$ cat config.mk
export PLATFORM = sky130hd
export DESIGN_NAME = os_rx_decoder_flat
export DESIGN_NICKNAME = d
export VERILOG_FILES = /design/src/rtl/os_rx_decoder_pkg.sv /design/src/rtl/os_rx_decoder_if.sv /design/src/rtl/os_lane_decoder.sv /design/src/rtl/os_rx_decoder.sv /design/src/flat_wrapper.sv
export SDC_FILE = /design/constraint.sdc
export NUM_CORES = 1
export LEC_CHECK = 0
export CAP_MARGIN = 10
export CORE_MARGIN = 1.5
export CORE_UTILIZATION = 35
export CTS_CLUSTER_DIAMETER = 80
export CTS_CLUSTER_SIZE = 20
export DETAILED_ROUTE_END_ITERATION = 8
export GPL_ROUTABILITY_DRIVEN = 0
export PLACE_DENSITY_LB_ADDON = 0.2
export SYNTH_ARGS = -nofsm -noshare
export SYNTH_HDL_FRONTEND = slang
export SYNTH_SLANG_ARGS = --single-unit
$ cat constraint.sdc
create_clock -name fsm_clk -period 2.85 [get_ports fsm_clk]
set_input_delay 0.57 -clock fsm_clk [delete_from_list [all_inputs] [get_ports fsm_clk]]
set_output_delay 0.57 -clock fsm_clk [all_outputs]
set_load 0.02 [all_outputs]
$ cat src/rtl/os_rx_decoder_pkg.sv
// usb4_os_pkg: ordered-set codes, SYNC/TYPE bytes, decoder FSM states and type/code mapping.
package usb4_os_pkg;

    localparam logic [3:0] OS_NONE = 4'd0;
    localparam logic [3:0] SLOS1   = 4'd1;
    localparam logic [3:0] SLOS2   = 4'd2;
    localparam logic [3:0] TS1     = 4'd3;
    localparam logic [3:0] TS2     = 4'd4;

    localparam logic [7:0] SYNC_BYTE  = 8'hBC;
    localparam logic [7:0] SLOS1_BYTE = 8'h11;
    localparam logic [7:0] SLOS2_BYTE = 8'h22;
    localparam logic [7:0] TS1_BYTE   = 8'h2D;
    localparam logic [7:0] TS2_BYTE   = 8'h4A;

    typedef enum logic [1:0] {HUNT, TYPE, BODY} os_state_e;

    function automatic logic [3:0] type_to_code(input logic [7:0] b);
        return b == SLOS1_BYTE ? SLOS1 :
               b == SLOS2_BYTE ? SLOS2 :
               b == TS1_BYTE   ? TS1   :
               b == TS2_BYTE   ? TS2   : OS_NONE;
    endfunction

    function automatic logic [7:0] code_to_type(input logic [3:0] c);
        return c == SLOS1 ? SLOS1_BYTE :
               c == SLOS2 ? SLOS2_BYTE :
               c == TS1   ? TS1_BYTE   :
               c == TS2   ? TS2_BYTE   : 8'h00;
    endfunction

endpackage

$ cat src/rtl/os_rx_decoder_if.sv
// os_rx_decoder_if: lane byte streams, gating controls and per-lane OS reports.
interface os_rx_decoder_if;

    logic       lane_rx_on;
    logic       data_os;
    logic [7:0] lane_0_rx;
    logic [7:0] lane_1_rx;
    logic [3:0] os_in_l0;
    logic [3:0] os_in_l1;
    logic       os_valid_l0;
    logic       os_valid_l1;
    logic       os_err_l0;
    logic       os_err_l1;
    logic       lanes_aligned;

    modport master (
        output lane_rx_on, data_os, lane_0_rx, lane_1_rx,
        input  os_in_l0, os_in_l1, os_valid_l0, os_valid_l1, os_err_l0, os_err_l1, lanes_aligned
    );

    modport slave (
        input  lane_rx_on, data_os, lane_0_rx, lane_1_rx,
        output os_in_l0, os_in_l1, os_valid_l0, os_valid_l1, os_err_l0, os_err_l1, lanes_aligned
    );

endinterface

$ cat src/rtl/os_lane_decoder.sv
// os_lane_decoder: frames and checks ordered sets on one lane, qualifies a type after REP_MIN repeats.
module os_lane_decoder
    import usb4_os_pkg::*;
#(
    parameter int OS_LEN  = 8,
    parameter int REP_MIN = 2
) (
    input  logic       clk,
    input  logic       rst,
    input  logic       rx_on,
    input  logic       data_os,
    input  logic [7:0] rx,
    output logic [3:0] os_in,
    output logic       os_valid,
    output logic       os_err
);

    localparam logic [3:0] LAST = 4'(OS_LEN - 3);
    localparam logic [3:0] REP  = 4'(REP_MIN);

    os_state_e  st;
    logic [3:0] cur_type;
    logic [3:0] prev_type;
    logic [3:0] body_cnt;
    logic [3:0] rep_cnt;
    logic [3:0] rep_nxt;
    logic       same;
    logic       body_ok;
    logic       qualify;

    always_comb begin
        same    = cur_type == prev_type;
        rep_nxt = !same ? 4'd1 : (rep_cnt == REP ? REP : rep_cnt + 4'd1);
        body_ok = rx == ~code_to_type(cur_type);
        // a saturated run of the same type must not re-announce itself
        qualify = rep_nxt == REP && !(same && rep_cnt == REP);
    end

    always_ff @(posedge clk or negedge rst) begin
        if (!rst) begin
            st        <= HUNT;
            cur_type  <= OS_NONE;
            prev_type <= OS_NONE;
            body_cnt  <= '0;
            rep_cnt   <= '0;
            os_in     <= OS_NONE;
            os_valid  <= 1'b0;
            os_err    <= 1'b0;
        end else begin
            os_valid <= 1'b0;
            os_err   <= 1'b0;
            if (!rx_on || data_os) begin
                st        <= HUNT;
                cur_type  <= OS_NONE;
                prev_type <= OS_NONE;
                body_cnt  <= '0;
                rep_cnt   <= '0;
                if (!rx_on) os_in <= OS_NONE;
            end else begin
                case (st)
                    HUNT: begin
                        if (rx == SYNC_BYTE) st <= TYPE;
                        else rep_cnt <= '0;
                    end
                    TYPE: begin
                        if (type_to_code(rx) != OS_NONE) begin
                            cur_type <= type_to_code(rx);
                            body_cnt <= '0;
                            st       <= BODY;
                        end else begin
                            os_err  <= 1'b1;
                            rep_cnt <= '0;
                            st      <= HUNT;
                        end
                    end
                    BODY: begin
                        if (!body_ok) begin
                            os_err  <= 1'b1;
                            rep_cnt <= '0;
                            st      <= HUNT;
                        end else if (body_cnt == LAST) begin
                            st        <= HUNT;
                            rep_cnt   <= rep_nxt;
                            prev_type <= cur_type;
                            if (qualify) begin
                                os_valid <= 1'b1;
                                os_in    <= cur_type;
                            end
                        end else begin
                            body_cnt <= body_cnt + 4'd1;
                        end
                    end
                    default: st <= HUNT;
                endcase
            end
        end
    end

endmodule

$ cat src/rtl/os_rx_decoder.sv
// os_rx_decoder: two independent lane OS decoders plus the cross-lane alignment flag.
module os_rx_decoder
    import usb4_os_pkg::*;
#(
    parameter int OS_LEN  = 8,
    parameter int REP_MIN = 2
) (
    input logic            fsm_clk,
    input logic            rst,
    os_rx_decoder_if.slave bus
);

    os_lane_decoder #(.OS_LEN(OS_LEN), .REP_MIN(REP_MIN)) u_lane0 (
        .clk      (fsm_clk),
        .rst      (rst),
        .rx_on    (bus.lane_rx_on),
        .data_os  (bus.data_os),
        .rx       (bus.lane_0_rx),
        .os_in    (bus.os_in_l0),
        .os_valid (bus.os_valid_l0),
        .os_err   (bus.os_err_l0)
    );

    os_lane_decoder #(.OS_LEN(OS_LEN), .REP_MIN(REP_MIN)) u_lane1 (
        .clk      (fsm_clk),
        .rst      (rst),
        .rx_on    (bus.lane_rx_on),
        .data_os  (bus.data_os),
        .rx       (bus.lane_1_rx),
        .os_in    (bus.os_in_l1),
        .os_valid (bus.os_valid_l1),
        .os_err   (bus.os_err_l1)
    );

    assign bus.lanes_aligned = (bus.os_in_l0 == bus.os_in_l1) && (bus.os_in_l0 != OS_NONE);

endmodule

$ cat src/flat_wrapper.sv
// flat-port wrapper written by rule: the top's interface ports become plain ports
module os_rx_decoder_flat import usb4_os_pkg::*;
#(
    parameter int OS_LEN  = 8,
    parameter int REP_MIN = 2
)
  (fsm_clk, rst, bus_lane_rx_on, bus_data_os, bus_lane_0_rx, bus_lane_1_rx, bus_os_in_l0, bus_os_in_l1, bus_os_valid_l0, bus_os_valid_l1, bus_os_err_l0, bus_os_err_l1, bus_lanes_aligned);
  os_rx_decoder_if bus_i ();
  input logic fsm_clk;
  input logic rst;
  input wire logic [$bits(bus_i.lane_rx_on)-1:0] bus_lane_rx_on;
  input wire logic [$bits(bus_i.data_os)-1:0] bus_data_os;
  input wire logic [$bits(bus_i.lane_0_rx)-1:0] bus_lane_0_rx;
  input wire logic [$bits(bus_i.lane_1_rx)-1:0] bus_lane_1_rx;
  output wire logic [$bits(bus_i.os_in_l0)-1:0] bus_os_in_l0;
  output wire logic [$bits(bus_i.os_in_l1)-1:0] bus_os_in_l1;
  output wire logic [$bits(bus_i.os_valid_l0)-1:0] bus_os_valid_l0;
  output wire logic [$bits(bus_i.os_valid_l1)-1:0] bus_os_valid_l1;
  output wire logic [$bits(bus_i.os_err_l0)-1:0] bus_os_err_l0;
  output wire logic [$bits(bus_i.os_err_l1)-1:0] bus_os_err_l1;
  output wire logic [$bits(bus_i.lanes_aligned)-1:0] bus_lanes_aligned;
  assign bus_i.lane_rx_on = bus_lane_rx_on;
  assign bus_i.data_os = bus_data_os;
  assign bus_i.lane_0_rx = bus_lane_0_rx;
  assign bus_i.lane_1_rx = bus_lane_1_rx;
  assign bus_os_in_l0 = bus_i.os_in_l0;
  assign bus_os_in_l1 = bus_i.os_in_l1;
  assign bus_os_valid_l0 = bus_i.os_valid_l0;
  assign bus_os_valid_l1 = bus_i.os_valid_l1;
  assign bus_os_err_l0 = bus_i.os_err_l0;
  assign bus_os_err_l1 = bus_i.os_err_l1;
  assign bus_lanes_aligned = bus_i.lanes_aligned;
  os_rx_decoder #(.OS_LEN(OS_LEN), .REP_MIN(REP_MIN)) u_core (.fsm_clk(fsm_clk), .rst(rst), .bus(bus_i));
endmodule
==> results.tsv, run 1 <==
metric	value	unit
fillers	872	
grt.total_usage	17.61	%
multiInputGateArea	1976	um2
synth_top_cell_by_area	dfrtp_1	
synth_seq_cells	42	
core	8763	um2
worst_pin_slew	0.9864	ns
die_y	98.46	um
path_max_fanout	7	
rows	34	
hold_viol	0	
cts_setup_buffers	0	
nets	461	
maxCapViolCount	0	
antennaDiodeCount	0	
critPathLaunchType	primary input	
grt_overflow_total	0	
grt_max_degree	43	
cts_resized	0	
crit_start	bus_lane_1_rx[3]	
arrival	2.91	ns
p_leak	1.547	nW
min_path_type	in2async	
drc	0	
synth_cell_types	73	
antenna_found_initial	0	
yosys_warnings	0	
r2r_start	u_core.u_lane1.cur_type[1]	
firstDrtPassIters	4	
fin_util	44.95	%
first_iter_violations	115	
synthFlopType	dfrtp_1	
synthCells	368	
max_stage_delay	0.52	ns
regArea	1051	um2
slew_viol_final	0	
cpMostUsedCell	a31oi_1	
start_util	36.39	%
syn2layout_area_growth	23.50	%
peakVddDrop	0.1977	mV
async_flop_share	100.0	%
wl_per_cell	14.97	um
htreeDepth	2	
clock_latency	0.30	ns
slew_headroom	34.24	%
grt_pass1_wl	14020	um
yosysSeqAreaShare	32.95	%
synth_area_per_cell	8.667	um2
required	3.08	ns
ant_nets	0	
cts_buffers	5	
worstSetupEndpointType	flop	
synthTopCellsByArea	dfrtp_1 33%, ha_1 5.5%, nand2_1 4.6%	
route.final.wire_length	8023	um
synth_area	3189	um2
grt_setup_unrepaired	false	
run_status	finished, final reports clean	
min_period	2.684	ns
clk_pin_slew	0.09	ns
layout-drive-gt1-share	15.19	%
root_buffer	clkbuf_8	
cts_max_path_buffers	2	
numPortBuffers	30	
whs	0.4142	ns
first_global_vias	2871	
synth_edf_count	0	
clkSinkCount	42	
dieArea	9694	um2
hpwl	6015	um
period_share	94.17	%
max_freq	372.6	MHz
vias	2933	
io_pins	33	
synth.top_cell.area_share	32.95	%
vias_per_cell	5.472	
yosys-top-cells-count	42 x dfrtp_1, 39 x nand2_1, 22 x nor2_1	
crit_type	in2reg	
cts_tree	built	
path_cells	clkdlybuf4s50_1 > or3b_1 > a2111o_1 > a31oi_1 > o21ai_1 > or4_1 > a31oi_1	
hold_buffers	0	
setup-tns-final	0	ns
die_x	98.46	um
setup_viol	0	
synth_most_common_cell	dfrtp_1	
skew	0.007241	ns
power.density	306.8	nW/um2
critPathSlowestCell	clkdlybuf4s50_1	
==> cell type report <==
cell class / count / area share (%)
multi-input combinational: 289 / 50.16
sequential: 42 / 26.68
timing repair buffer: 70 / 15.12
tap: 108 / 3.431
clock buffer: 6 / 1.842
inverter: 19 / 1.811
clock inverter: 2 / 0.9530
==> critical path, delay by kind of cell <==
family	cells	cell delay [ns]
buffers and inverters	1	0.52
AND/OR/NAND/NOR	2	0.84
AO/OA/AOI/OAI	4	0.98
==> flip-flops by register name, summed over array words and instances (netlist names) <==
register / count
u_core.u_lane0.body_cnt: 4
u_core.u_lane0.rep_cnt: 4
u_core.u_lane1.body_cnt: 4
u_core.u_lane1.rep_cnt: 4
u_core.u_lane0.cur_type: 3
u_core.u_lane0.os_in: 3
u_core.u_lane0.prev_type: 3
u_core.u_lane1.cur_type: 3
u_core.u_lane1.os_in: 3
u_core.u_lane1.prev_type: 3
u_core.u_lane0.st: 2
u_core.u_lane1.st: 2
u_core.u_lane0.os_err: 1
u_core.u_lane0.os_valid: 1
u_core.u_lane1.os_err: 1
u_core.u_lane1.os_valid: 1
==> cells in the final DEF (no fill, tap or decap), types with 4 or more instances in the layout <==
| master | instances |
|---|---|
| a21oi_1 | 19 |
| a22o_1 | 4 |
| a31oi_1 | 4 |
| and3_1 | 4 |
| buf_4 | 40 |
| clkbuf_8 | 5 |
| clkdlybuf4s50_1 | 29 |
| dfrtp_1 | 42 |
| ha_1 | 14 |
| inv_1 | 19 |
| mux2i_1 | 11 |
| nand2_1 | 39 |
| nand2b_1 | 11 |
| nand3_1 | 13 |
| nand3b_1 | 8 |
| nand4_1 | 5 |
| nor2_1 | 22 |
| nor2b_1 | 7 |
| nor3_1 | 7 |
| nor4_1 | 8 |
| nor4b_1 | 5 |
| o21ai_0 | 9 |
| o22ai_1 | 8 |
| or2_2 | 4 |
| or3b_1 | 4 |
| xnor2_1 | 11 |
==> through the flow <==
stage                     setup WS (ns)  cells  power (W)  instance area [um2]
after floorplan                  0.2677    369  0.0006580                 3193
after global placement         -0.07815    528  0.0007330                 3825
after detailed placement        -0.1166    528  0.0007342                 3825
after CTS                        0.2064    536   0.001225                 3935
after global routing            0.06300    536   0.001261                 3939
final                            0.1661    536   0.001208                 3939
==> path summary, 6_finish.rpt <==
path | cells after the start | to | slack (ns)
min in group fsm_clk | 1 | u_core.u_lane0.body_cnt[3] | 0.55
max reg2reg | 6 | u_core.u_lane1.body_cnt[0] | 0.45
min reg2reg | 1 | u_core.u_lane0.body_cnt[3] | 0.55
max | 7 | u_core.u_lane1.body_cnt[0] | 0.17
max in group asynchronous | 1 | u_core.u_lane0.body_cnt[1] | 1.81
min | 1 | u_core.u_lane1.cur_type[1] | 0.41
==> logic make-up after synthesis <==
| group | synth area share, % |
|---|---|
| simple gates | 28.87 |
| compound gates | 19.14 |
| flops | 32.95 |
| buf+inv | 5.335 |
| fa+ha+maj | 5.492 |
| mux | 4.512 |
| xor+xnor | 3.570 |
| other cells | 0.1176 |
==> report_power, final <==
group	leakage [nW]	internal (W)	switching, W
sequential	0.587	0.000595	0.0000000207
combinational	0.909	0.0000582	0.0000682
clock	0.0514	0.000262	0.000225
==> routing by layer <==
metal / track usage, % / wire length (um) / vias to the layer above
met3: 2.553 / 246 / 9
met1: 26.28 / 4232 / 1394
met4: 4.984 / 106 / 0
met2: 26.55 / 3438 / 51
li1: - / - / 1479
met5: 0 / 0 / -
Note: power is estimated with default switching activity, not from simulation.
==> run 2, diff against run 1 <==
--- a/config.mk
+++ b/config.mk
@@ -6,6 +6,7 @@
 export NUM_CORES = 1
 export LEC_CHECK = 0
 export CAP_MARGIN = 10
+export CORE_ASPECT_RATIO = 1.1
 export CORE_MARGIN = 1.5
 export CORE_UTILIZATION = 35
 export CTS_CLUSTER_DIAMETER = 80
==> run 2 against run 1 <==
Sequential power about the same. Flip-flop and latch count is the same. Cell count is 1.9% higher. Count of clock-buffer cells in the layout is 1 lower. First-iteration DRC count is 3.5% lower. Clock skew grew 0.0054 ns. Register-to-register slack worse by 0.04 ns. Worst hold slack improved by 0.011 ns. Highest routed layer unchanged.
==> results.tsv, run 2 (synthesis gave the netlist of run 1 again) <==
metric	value	unit
run_status	finished, final reports clean	
p_leak	1.560	nW
dp.cells	538	
min_path_type	in2async	
arrival	2.88	ns
peakVddDrop	0.2350	mV
pwr-share-comb	11.5	%
firstDrtPassIters	4	
antennaDiodeCount	0	
power.density	282.4	nW/um2
clockPowerShare	35.2	%
grt_overflow_total	0	
route.final.wire_length	7901	um
final_common_cell	buf_4	
first_global_vias	2960	
period_share	93.73	%
start_util	35.94	%
path_max_fanout	5	
reg2reg_depth	6	
worst_pin_slew	0.9692	ns
ant_nets	0	
clkSinkCount	42	
dieArea	9695	um2
total_power	0.001116	W
swShare	25.79	%
antenna_found_initial	0	
io_pins	33	
drc	0	
cts_max_path_buffers	2	
switchingPower	0.0002879	W
required	3.06	ns
hold_viol	0	
final_cell_mix	44 x buf_4, 42 x dfrtp_1, 39 x nand2_1, 29 x clkdlybuf4s50_1, 22 x nor2_1	
final_cells	546	
max_freq	374.3	MHz
root_buffer	clkbuf_8	
die_x	94.02	um
setup_viol	0	
multiInputGateArea	1972	um2
skew	0.01268	ns
cts_resized	0	
worstSetupEndpointType	flop	
grt_setup_unrepaired	false	
numPortBuffers	30	
hpwl	6074	um
first_iter_violations	111	
clock_latency	0.30	ns
vias	2986	
cts_setup_buffers	0	
crit_type	in2reg	
slew_viol_final	0	
die_y	103.1	um
cts_tree	built	
maxCapViolCount	0	
power.internal	0.0008283	W
min_period	2.671	ns
layout-drive-gt1-share	15.97	%
cts_buffers	5	
wl_per_cell	14.47	um
core	8874	um2
vias_per_cell	5.469	
regArea	1051	um2
hold_buffers	0	
slew_headroom	35.39	%
clk_pin_slew	0.09	ns
critPathLaunchType	primary input	
syn2layout_area_growth	23.93	%
htreeDepth	2	
nets	465	
rows	36	
grt_pass1_wl	13480	um
grt.total_usage	17.40	%
fillers	879	
grt_max_degree	43	
pwr-share-seq	53.3	%
run 2: per-layer routing:
metal	global-route usage, %	routed length [um]	vias up
met4	4.822	106	0
li1	-	-	1483
met1	20.53	3470	1442
met5	0	0	-
met2	32.83	4162	51
met3	2.434	161	10
run 2: final cells by class:
class                      count  area share [%]
clock buffer                   5           1.741
clock inverter                 3          0.5381
inverter                      19           1.804
multi-input combinational    289           49.89
sequential                    42           26.59
tap                          114           3.609
timing repair buffer          74           15.83
run 2: worst paths after layout:
kind | from | endpoint | slack (ns)
worst max-delay path | bus_lane_1_rx[3] | u_core.u_lane1.body_cnt[0] | 0.18
worst min-delay path | rst | u_core.u_lane0.rep_cnt[3] | 0.43
worst max register to register | u_core.u_lane1.cur_type[1] | u_core.u_lane1.body_cnt[0] | 0.41
worst min register to register | u_core.u_lane1.prev_type[2] | u_core.u_lane1.prev_type[2] | 0.55
max in group asynchronous | rst | u_core.u_lane1.st[1] | 1.82
min in group fsm_clk | u_core.u_lane1.prev_type[2] | u_core.u_lane1.prev_type[2] | 0.55
run 2: power by group through the flow:
stage / clock network [W] / logic, W / registers (W)
floorplan: 0 / 0.0000505 / 0.000607
finish: 0.000393 / 0.000128 / 0.000595
CTS: 0.000406 / 0.000129 / 0.000595
detailed placement: 0 / 0.000129 / 0.000607
global route: 0.000437 / 0.000141 / 0.000596
global placement: 0 / 0.000127 / 0.000607
run 2: critical path: stages:
cell and delay, ns:
clkdlybuf4s50_1 0.43, buf_4 0.16, or3b_1 0.34, a211oi_1 0.30, a311oi_2 0.11, or2_1 0.33, or4_1 0.49, a31oi_1 0.16
run 2: per-stage QoR:
stage	util (%)	hold WS, ns	setup TNS (ns)	setup WS, ns	area (um2)
2_1_floorplan	-	0.2744	0	0.2677	3193
5_1_grt	44.54	0.4870	0	0.1042	3953
3_3_place_gp	43.53	0.5156	-0.4312	-0.07465	3862
4_1_cts	44.54	0.4531	0	0.2005	3953
3_5_place_dp	43.53	0.5362	-0.6817	-0.1192	3862
6_report	44.54	0.4256	0	0.1787	3953
